File: src/rtl/imem_loader_pkg.sv
// Shared types and constants for the instruction-memory program loader.
// Holds the loader state encoding and the byte/word geometry.
package imem_loader_pkg;

    localparam int unsigned WORD_BYTES = 4;
    localparam int unsigned BYTE_W     = 8;
    localparam int unsigned WORD_W     = WORD_BYTES * BYTE_W;
    localparam int unsigned LEN_W      = 16;
    localparam int unsigned CNT_W      = $clog2(WORD_BYTES);

    typedef enum logic [2:0] {
        ST_LEN0,
        ST_LEN1,
        ST_DATA,
        ST_WRITE,
        ST_CHECK,
        ST_DONE,
        ST_ERROR
    } state_t;

    // States in which the loader consumes stream bytes
    function automatic logic accepts_bytes(input state_t s);
        return (s == ST_LEN0) || (s == ST_LEN1) || (s == ST_DATA) || (s == ST_CHECK);
    endfunction

endpackage

File: src/rtl/imem_loader_byte_packer.sv
// Little-endian 4-byte shift register: the first byte of a word lands in bits [7:0].
// word_full_c flags the shift that completes a word; word_next_c is the word after that shift.
module byte_packer
    import imem_loader_pkg::*;
(
    input  logic              clock,
    input  logic              reset,
    input  logic              shift_en,
    input  logic [BYTE_W-1:0] byte_in,
    output logic [WORD_W-1:0] word_next_c,
    output logic              word_full_c
);

    logic [WORD_W-1:0] word;
    logic [CNT_W-1:0]  byte_cnt;

    // New bytes enter at the top so after four shifts the first byte sits at the bottom
    assign word_next_c = {byte_in, word[WORD_W-1:BYTE_W]};
    assign word_full_c = shift_en && (byte_cnt == CNT_W'(WORD_BYTES - 1));

    always_ff @(posedge clock or negedge reset) begin
        if (!reset) begin
            word     <= '0;
            byte_cnt <= '0;
        end else if (shift_en) begin
            word     <= word_next_c;
            byte_cnt <= byte_cnt + CNT_W'(1);
        end
    end

endmodule

File: src/rtl/imem_loader.sv
// Program loader: parses a length-prefixed, XOR-checksummed byte stream and writes
// little-endian words to instruction memory, holding the CPU in reset until verified.
module imem_loader
    import imem_loader_pkg::*;
#(
    parameter int unsigned MAX_WORDS = 256,
    parameter int unsigned ADDR_W    = 32
) (
    input  logic              clock,
    input  logic              reset,
    input  logic              byte_valid,
    input  logic [BYTE_W-1:0] byte_data,
    output logic              byte_ready,
    output logic              mem_we,
    output logic [ADDR_W-1:0] mem_addr,
    output logic [WORD_W-1:0] mem_wdata,
    output logic              cpu_hold,
    output logic              load_done,
    output logic              load_error
);

    localparam int unsigned IDX_W = $clog2(MAX_WORDS + 1);
    localparam int unsigned CMP_W = LEN_W + 1;

    state_t             state;
    state_t             state_next;
    logic [BYTE_W-1:0]  len_lo;
    logic [LEN_W-1:0]   len;
    logic [BYTE_W-1:0]  checksum;
    logic [IDX_W-1:0]   word_idx;

    logic               accept_c;
    logic [LEN_W-1:0]   n_c;
    logic               last_word_c;
    logic               shift_en_c;
    logic [WORD_W-1:0]  word_next_c;
    logic               word_full_c;

    assign accept_c    = byte_valid && byte_ready;
    assign n_c         = {byte_data, len_lo};
    assign last_word_c = (CMP_W'(word_idx) + CMP_W'(1)) == CMP_W'(len);
    assign shift_en_c  = accept_c && (state == ST_DATA);

    byte_packer u_packer (
        .clock       (clock),
        .reset       (reset),
        .shift_en    (shift_en_c),
        .byte_in     (byte_data),
        .word_next_c (word_next_c),
        .word_full_c (word_full_c)
    );

    // State register
    always_ff @(posedge clock or negedge reset) begin
        if (!reset) begin
            state <= ST_LEN0;
        end else begin
            state <= state_next;
        end
    end

    // Next-state logic
    always_comb begin
        state_next = state;
        case (state)
            ST_LEN0: begin
                if (accept_c) state_next = ST_LEN1;
            end
            ST_LEN1: begin
                if (accept_c) begin
                    if (CMP_W'(n_c) > CMP_W'(MAX_WORDS)) begin
                        state_next = ST_ERROR;
                    end else if (n_c == '0) begin
                        state_next = ST_CHECK;
                    end else begin
                        state_next = ST_DATA;
                    end
                end
            end
            ST_DATA: begin
                if (word_full_c) state_next = ST_WRITE;
            end
            ST_WRITE: begin
                state_next = last_word_c ? ST_CHECK : ST_DATA;
            end
            ST_CHECK: begin
                if (accept_c) state_next = (byte_data == checksum) ? ST_DONE : ST_ERROR;
            end
            ST_DONE:  state_next = ST_DONE;
            ST_ERROR: state_next = ST_ERROR;
            default:  state_next = ST_ERROR;
        endcase
    end

    // Datapath: length capture, running checksum, word index
    always_ff @(posedge clock or negedge reset) begin
        if (!reset) begin
            len_lo   <= '0;
            len      <= '0;
            checksum <= '0;
            word_idx <= '0;
        end else begin
            if (accept_c && (state == ST_LEN0)) len_lo <= byte_data;
            if (accept_c && (state == ST_LEN1)) len <= n_c;
            if (accept_c && (state != ST_CHECK)) checksum <= checksum ^ byte_data;
            if (state == ST_WRITE) word_idx <= word_idx + IDX_W'(1);
        end
    end

    // Registered outputs, derived from the state being entered
    always_ff @(posedge clock or negedge reset) begin
        if (!reset) begin
            byte_ready <= 1'b1;
            mem_we     <= 1'b0;
            mem_addr   <= '0;
            mem_wdata  <= '0;
            cpu_hold   <= 1'b1;
            load_done  <= 1'b0;
            load_error <= 1'b0;
        end else begin
            byte_ready <= accepts_bytes(state_next);
            mem_we     <= (state_next == ST_WRITE);
            cpu_hold   <= (state_next != ST_DONE);
            load_done  <= (state_next == ST_DONE);
            load_error <= (state_next == ST_ERROR);
            // Address and data only move on entry to WRITE and hold otherwise
            if ((state_next == ST_WRITE) && (state != ST_WRITE)) begin
                mem_addr  <= ADDR_W'({word_idx, 2'b00});
                mem_wdata <= word_next_c;
            end
        end
    end

endmodule

File: config.mk
export PLATFORM = sky130hd
export DESIGN_NAME = imem_loader
export DESIGN_NICKNAME = d
export VERILOG_FILES = /design/src/rtl/imem_loader_pkg.sv /design/src/rtl/imem_loader_byte_packer.sv /design/src/rtl/imem_loader.sv
export SDC_FILE = /design/constraint.sdc
export NUM_CORES = 1
export LEC_CHECK = 0
export ABC_AREA = 1
export BUFFER_PORTS_ARGS = -buffer_cell sky130_fd_sc_hd__buf_2
export CAP_MARGIN = 20
export CORE_MARGIN = 2
export CORE_UTILIZATION = 53
export CTS_CLUSTER_SIZE = 14
export DETAILED_ROUTE_END_ITERATION = 12
export GPL_ROUTABILITY_DRIVEN = 0
export PLACE_DENSITY = 0.76
export SLEW_MARGIN = 30
export SYNTH_ARGS = -nofsm -noshare
export SYNTH_HDL_FRONTEND = slang
export SYNTH_SLANG_ARGS = --single-unit
File: constraint.sdc
create_clock -name clock -period 4.3 [get_ports clock]
set_clock_uncertainty 0.15 [all_clocks]
set_input_delay 0.215 -clock clock [delete_from_list [all_inputs] [get_ports clock]]
set_output_delay 0.215 -clock clock [all_outputs]
set_load 0.05 [all_outputs]
==> impl_metrics.ini, run 1 <==
[worst_setup_path]
path_class = reg -> reg
critical_path.top_delay_family = buffers and inverters
crit_path_frequent_cell = nand2_1
critPathRequiredTime_ps = 4540
worst_path_largest_cell_delay_ps = 800
worstPathArrival_ps = 3430
crit_chain = nand2_1, nor2_1, nand2_1, buf_4, nor2_2, clkinv_2, o21ai_0
cp_slowest_cell = clkinv_2
r2r_start = byte_ready
crit_fanout = 74
end_kind = flip-flop
r2r-end = mem_wdata[27]
cp_num_buf_inv = 2
r2r_cells = 7
worst_setup_path_start_kind = flip-flop
ff2ff_setup_slack_ps = 1110

[sta]
fmax_mhz = 314
tns_ps = 0
layout_worst_path_cycle_share = 0.742
finalMaxSlewViolations = 0
grt_setup_unrepaired = false
max_slew_margin = 0.423
layout_min_cycle_time_ps = 3190
hold_violations = 0
setup_viol = 0
setup_slack_ps = 1110
worstMarginPinSlew_ps = 864

[yosys]
synthSimpleGateAreaFrac = 0.216
yosysTopAreaCellShare = 0.543
synth_top_family_by_area = simple AND/OR/NAND/NOR gates
synthCells = 631
yosys-top-cells-area = dfrtp_1 54%, nand2_1 14%, o21ai_0 9.2%
yosys.area_share.adder = 0.00477
yosysTopAreaCell = dfrtp_1
seq_area_frac_synth = 0.553
synth.area.mux_share = 0.00214
synth_seq_cells = 116
synth-compound-area-share = 0.0991
synth_area_um2 = 5250
yosysUniqueCellTypes = 28
avgSynthCellArea_um2 = 8.32
synth_xor_area_frac = 0.0167
yosysWarnings = 0

[clock_network]
post-cts-setup-buffer-count = 0
cts_root_buf = clkbuf_8
clk_latency_ps = 510
cts-buffers-inserted = 17
path_clk_slew_ps = 50
cts_tree = done
cts_buffer_depth = 2
cts_max_level = 4
hold_buffers = 9
cts_resized = 0
clock-sinks = 116

[worst_hold_path]
hp-class = in -> reg
hold_path_depth = 5
hold_end = checksum[0]
hold_start = byte_valid

[place]
place_inst = 802
postPlaceCellArea_um2 = 5550
io_buffers = 56
dp_hpwl_um = 7500
pre_cts_slack_ps = 1570

[status]
outcome = completed

[global_routing]
grt_max_degree = 75
grt.total_usage = 0.223
grt.overflow.total = 0
grt_antenna_before_repair = 0
grt_pass1_wl_um = 19100
grt_pass1_vias = 4004

[route]
routedWlPerCell_um = 13.3
drc = 0
drtIter0Drc = 269
dr_total_vias = 4189
detail-route-antenna-nets = 0
first_pass_iters = 5
viasPerCell = 4.98
drt-total-wl_um = 11200

[final_layout]
final_cell_mix = 197 x nand2_1, 114 x dfrtp_1, 97 x o21ai_0
antenna_cells = 0
drive_above_1_share = 0.148
fin_cells = 842
fillerInstances = 816
final_area_um2 = 6180
fin_util = 0.639
final_common_cell = nand2_1
fin_nets = 710
area_growth_pct = 17.8

[floorplan]
coreArea_um2 = 9680
die_w_um = 104
num_rows = 36
die_h_um = 104
initial_core_util = 0.542
dieArea_um2 = 10700
ioPinCount = 80

[pwr]
p_per_area_nw_per_um2 = 400
ir_drop_mv = 0.279
power.static_leakage_nw = 3.11

[job]
max-cap-violations = 0
## cell families (layout without fill, tap and decap cells)
| logic type | after synthesis | after routing |
|---|---|---|
| compound gates | 103 | 103 |
| flops | 116 | 116 |
| simple gates | 273 | 273 |
| fa+ha+maj | 2 | 2 |
| mux | 1 | 1 |
| xor+xnor | 10 | 10 |
| buf+inv | 125 | 181 |
| other cells | 1 | 23 |
## area by class of cell
type	instances	area [µm²]	area share
flip-flops and latches	116	2910	0.470
multi-input cells	412	1860	0.301
clock buffers	22	463	0.0749
repair buffers	68	395	0.0639
inverters	82	309	0.0500
well taps	133	166	0.0269
clock inverters	9	80.1	0.0130
## power by group
part | internal, mW | leakage, nW | switching, mW
Clock | 0.804 | 0.270 | 0.479
Sequential | 1.09 | 1.60 | 0
Combinational | 0.0138 | 1.24 | 0.0814
Total | 1.91 | 3.11 | 0.560
## worst reg2reg max path, stage by stage (launching register included)
cell and delay [ps]:
dfstp_2 520, nand2_1 100, nor2_1 190, nand2_1 100, buf_4 280, nor2_2 470, clkinv_2 800, o21ai_0 460
## sequential cells by signal, indices dropped and copies added, names as in the netlist, 2 cells and up
name               count
len_lo                 8
checksum               8
state                  3
len                   16
word_idx               9
u_packer.word         24
mem_wdata             32
u_packer.byte_cnt      2
mem_addr               9
## worst max path at each step
stage | startpoint | to | slack [ps] | depth (start not counted)
final | byte_ready | mem_wdata[27] | 1110 | 7
after global routing | byte_ready | mem_wdata[27] | 710 | 7
after CTS | byte_ready | mem_wdata[8] | 1500 | 8
after detailed placement | byte_ready | mem_wdata[8] | 1570 | 8
after global placement | byte_ready | mem_wdata[15] | 1740 | 8
after floorplan | byte_ready | mem_wdata[27] | 2280 | 9
## per-stage QoR
stage / total power [mW] / hold slack [ps]
floorplan: 1.18 / -231
global placement: 1.20 / 152
detailed placement: 1.20 / 171
CTS: 2.49 / 3.46
global route: 2.54 / 47.4
finish: 2.47 / 18.3
## layer usage
metal	global-route usage	vias to the layer above	wire length, µm
li1	-	2057	-
met1	0.295	1992	5020
met2	0.360	130	5520
met4	0.0685	0	111
met5	0	-	0
met3	0.0629	10	564
## cell usage after synthesis
cell type and n:
clkbuf_1 14, a21oi_1 2, nand3_2 3, nor2_2 2
conb_1 1, xnor2_1 5, nand3b_1 1, mux2_2 1
xor2_1 5, inv_2 1, clkinv_1 3, o211ai_1 1
o21ai_1 2, nor2_1 29, nand2_1 197, buf_4 23
ha_1 2, nand3_1 27, inv_1 78, a21boi_0 1
dfrtp_1 114, o21ai_0 97, nor3_1 2, nand2_2 4
nand4_1 5, buf_2 6, nor2_4 3, dfstp_2 2
Power figures use the tool's default switching activity.
==> run 2: changes to the inputs <==
- CORE_UTILIZATION: 53 -> 51
- PLACE_DENSITY: 0.76 -> 0.77
- clock period: 4.3 -> 2.6 ns (I/O delays scaled with it)
==> run 2 against run 1 <==
  * First-iteration DRC count is 7.8% lower
  * Fmax is 58% higher
  * Routed wire length is 0.99% lower
  * Worst hold slack better by 12 ps
  * Non-clock buffer count is 4 higher
  * Utilization is 2.3 points lower
  * Critical path depth is 6 higher
  * Power is 65% higher
  * Clock power is 64% higher
  * Via count is 0.91% lower
==> impl_metrics.ini, run 2 (synthesis gave the netlist of run 1 again) <==
[global_routing]
grt_pass1_wl_um = 19100
grt_antenna_before_repair = 0
grt.total_usage = 0.215
grt_max_degree = 75
grt_pass1_vias = 4197
grt.overflow.total = 0

[sta]
finalMaxSlewViolations = 0
setup_viol = 0
layout_min_cycle_time_ps = 2010
worstMarginPinSlew_ps = 626
fmax_mhz = 497
hold_violations = 0
tns_ps = 0
setup_slack_ps = 588
grt_setup_unrepaired = false
layout_worst_path_cycle_share = 0.774
max_slew_margin = 0.582

[worst_setup_path]
crit_chain = ha_1, nand2_1, clkinv_1, nand3_1, nand2_1, nand2_1, inv_2, nor2_1, nand3_1, nor2_1, nand3_1, nand3_1, nand2_1
path_class = reg -> reg
worstPathArrival_ps = 2300
worst_path_largest_cell_delay_ps = 430
cp_num_buf_inv = 2
critical_path.top_delay_family = simple AND/OR/NAND/NOR gates
cp_slowest_cell = dfrtp_1
ff2ff_setup_slack_ps = 590
r2r_start = word_idx[1]
crit_fanout = 5
end_kind = flip-flop
startpoint = word_idx[1]
worst_setup_path_start_kind = flip-flop
critPathRequiredTime_ps = 2890

[route]
drtIter0Drc = 248
drc = 0
detail-route-antenna-nets = 0
drt-total-wl_um = 11100
viasPerCell = 4.88
first_pass_iters = 5
routedWlPerCell_um = 13.1
dr_total_vias = 4151

[final_layout]
fin_nets = 714
drive_above_1_share = 0.151
regMostFlops = mem_wdata
final_cell_mix = 197 x nand2_1, 114 x dfrtp_1, 97 x o21ai_0
top_regs = mem_wdata x32, u_packer.word x24, len x16
largest_register_ffs = 32
final_area_um2 = 6240
fin_util = 0.615
area_growth_pct = 18.8
antenna_cells = 0
final_common_cell = nand2_1

[clock_network]
cts_buffer_depth = 2
cts-buffers-inserted = 17
clk_latency_ps = 510
clock-sinks = 116
cts_tree = done
post-cts-setup-buffer-count = 0
cts_root_buf = clkbuf_8
path_clk_slew_ps = 60
cts_max_level = 4

[floorplan]
coreArea_um2 = 10100
num_rows = 37
ioPinCount = 80
die_w_um = 105
die_h_um = 105
initial_core_util = 0.518
dieArea_um2 = 11100

[pwr]
power.static_leakage_nw = 3.12
p_per_area_nw_per_um2 = 653
ir_drop_mv = 0.548

[place]
io_buffers = 56
postPlaceCellArea_um2 = 5580
dp_hpwl_um = 7400
pre_cts_slack_ps = 563

[status]
outcome = completed

[worst_hold_path]
hp-class = in -> async

[job]
max-cap-violations = 0
[run 2: metrics by stage]
step | hold WS (ps) | cells | total power, mW
global placement | 29.4 | 807 | 1.99
detailed placement | 44.0 | 807 | 1.99
global route | 84.9 | 850 | 4.20
finish | 30.4 | 850 | 4.07
floorplan | -316 | 653 | 1.95
CTS | 44.9 | 850 | 4.10
[run 2: final cells by class]
type	count	area [µm²]
fill	844	3900
sequential	116	2910
multi-input combinational	412	1860
timing repair buffer	72	443
clock buffer	20	435
inverter	82	310
tap	136	170
clock inverter	12	109
[run 2: final timing paths]
| check | to | depth (start not counted) |
|---|---|---|
| max | byte_ready | 13 |
| min | u_packer.word[21] | 2 |
| max reg2reg | byte_ready | 13 |
| min reg2reg | mem_wdata[0] | 2 |
| max in group asynchronous | mem_wdata[17] | 3 |
| min in group clock | mem_wdata[0] | 2 |
[run 2: routing by layer]
layer  GRT usage  part of all wire  up-vias
li1            -                 -     2071
met1       0.281              0.45     1939
met2       0.354              0.49      121
met3      0.0489             0.050       20
met4      0.0733             0.018        0
met5           0                 0        -
[run 2: timing repair]
item | CTS | global route
hold endpoints to repair | 134 | 0
endpoints found under the setup margin | 0 | 40
resized for setup | 0 | 1
hold buffers | 11 | 0
[run 2: power breakdown]
| group | internal [mW] | switching (mW) |
|---|---|---|
| clock network | 1.29 | 0.816 |
| registers | 1.81 | 0 |
| logic | 0.0259 | 0.135 |
| total | 3.12 | 0.952 |
==> run 3: changes to the inputs <==
- clock period: 2.6 -> 1.7 ns (I/O delays scaled with it)
==> run 3 against run 2 <==
  * Clock-buffer cell count decreased by 3
  * The flow now finishes with violations (negative setup slack)
  * Setup slack lost 900 ps
  * First-iteration DRC count up 73%
  * Sequential cell count stayed put
  * Via count rose by 17%
  * Sequential share of layout area fell by 6.9 points
  * Worst hold slack gained 280 ps
  * Sequential power is 52% higher
  * Clock power up 63%
  * Global-route usage is 1.4 points higher
  * Utilization grew 11 points
  * Combinational power rose by 68%
==> impl_metrics.ini, run 3 (synthesis gave the netlist of run 1 again) <==
[status]
outcome = finished with violations
violations = negative setup slack

[worst_hold_path]
hold_path_depth = 5
hp-class = in -> reg

[global_routing]
grt_antenna_before_repair = 0
grt_pass1_vias = 4263
grt.total_usage = 0.229
grt_pass1_wl_um = 20000
grt_max_degree = 35
grt.overflow.total = 0

[sta]
grt_setup_unrepaired = true
hold_violations = 0
setup_slack_ps = -315
layout_worst_path_cycle_share = 1.19
setup_viol = 48
layout_min_cycle_time_ps = 2010
tns_ps = -8540
fmax_mhz = 496
finalMaxSlewViolations = 0

[worst_setup_path]
path_class = reg -> reg
critPathRequiredTime_ps = 1960
cp_slowest_cell = dfrtp_1
crit_path_frequent_cell = nand2_1
crit_fanout = 4
crit_chain = ha_4, nand3_2, nor2_2, nand3_1, nand2_1, nand2_1, nand2_1, nand2_1, inv_1, nand3_1, nand2_2, nand2_2, nand2_1, inv_1
end_kind = flip-flop
worstPathArrival_ps = 2280
worst_setup_path_start_kind = flip-flop
worst_path_largest_cell_delay_ps = 410
r2r_cells = 14

[clock_network]
cts-buffers-inserted = 17
clock-sinks = 116
cts_tree = done
cts_buffer_depth = 2
cts_root_buf = clkbuf_8
path_clk_slew_ps = 60
clk_latency_ps = 520
cts_max_level = 4

[final_layout]
drive_above_1_share = 0.327
fillerInstances = 649
largest_register_ffs = 32
top_regs = mem_wdata x32, u_packer.word x24, len x16
fin_nets = 760
final_cell_mix = 138 x nand2_1, 113 x dfrtp_1, 75 x inv_1
multi_input_area_um2 = 2340
antenna_cells = 0
final-seq-area_um2 = 2910
area_growth_pct = 39.6
regMostFlops = mem_wdata
final_common_cell = nand2_1

[route]
routedWlPerCell_um = 16.9
first_pass_iters = 6
wl_met3_um = 1090
drtIter0Drc = 428
drt-met1-wl_um = 5760
detail-route-antenna-nets = 0
top_layer = met4
drt-total-wl_um = 15100
dr_total_vias = 4846
wl_met2_um = 7740
drc = 0
viasPerCell = 5.41

[floorplan]
die_w_um = 105
num_rows = 37
ioPinCount = 80
dieArea_um2 = 11100
die_h_um = 105
initial_core_util = 0.518
coreArea_um2 = 10100

[pwr]
power_mw = 6.47
p_per_area_nw_per_um2 = 882
power_frac_clock = 0.531
ir_drop_mv = 0.682
power.static_leakage_nw = 3.60
seqPwrFrac = 0.427
p_sw_frac = 0.241
p_int_mw = 4.91
p_comb_frac = 0.042
p_sw_mw = 1.56

[place]
dp_hpwl_um = 7920
io_buffers = 56

[job]
max-cap-violations = 0
-- run 3: worst max-delay path: cells and delay by family, from the launching register on --
family / cells / cell delay, ps
buffers and inverters: 2 / 110
AND/OR/NAND/NOR: 11 / 1060
flip-flops: 1 / 410
adder cells (fa/ha/maj): 1 / 170
-- run 3: cell type report --
| type | count | share of cell area |
|---|---|---|
| tap | 136 | 0.0232 |
| sequential | 116 | 0.397 |
| inverter | 82 | 0.0430 |
| multi-input combinational | 412 | 0.319 |
| clock buffer | 17 | 0.0565 |
| clock inverter | 14 | 0.0212 |
| timing repair inverter | 1 | 0.00119 |
| timing repair buffer | 117 | 0.139 |
-- run 3: power groups by stage --
stage	combinational, mW	sequential (mW)	clock, mW
global placement	0.248	2.81	0
CTS	0.269	2.76	3.41
global route	0.293	2.76	3.59
finish	0.270	2.76	3.43
floorplan	0.178	2.81	0
detailed placement	0.249	2.81	0
-- run 3: worst paths after layout --
| kind | startpoint | to | slack (ps) |
|---|---|---|---|
| max | word_idx[1] | load_error | -310 |
| min | byte_data[0] | checksum[0] | 310 |
| max reg2reg | word_idx[1] | load_error | -310 |
| min reg2reg | mem_wdata[2] | mem_wdata[2] | 330 |
| max in group asynchronous | reset | cpu_hold | 340 |
| min in group asynchronous | reset | mem_wdata[7] | 440 |
-- run 3: metal layers --
metal	vias up	GRT usage
met3	64	0.0507
li1	2174	-
met5	-	0
met4	0	0.0848
met2	293	0.376
met1	2315	0.300
-- run 3: what timing repair did --
item | 4_1_cts | 5_1_grt
endpoints found under the hold margin | 161 | 0
hold buffers | 11 | 0
resized for setup | 24 | 121
buffers inserted | 3 | 6
endpoints found under the setup margin | 46 | 62
cloned | 0 | 12
pin swaps | 5 | 9
-- run 3: through the flow --
stage | util | setup WS (ps) | instance area (µm²) | hold WS [ps] | instances
6_report | 0.723 | -315 | 7330 | 312 | 895
5_1_grt | 0.723 | -432 | 7330 | 333 | 895
4_1_cts | 0.652 | -136 | 6610 | 307 | 878
3_5_place_dp | 0.575 | -176 | 5830 | -95.3 | 833
3_3_place_gp | 0.575 | -86.5 | 5830 | -99.7 | 833
2_1_floorplan | - | -150 | 5400 | -361 | 653
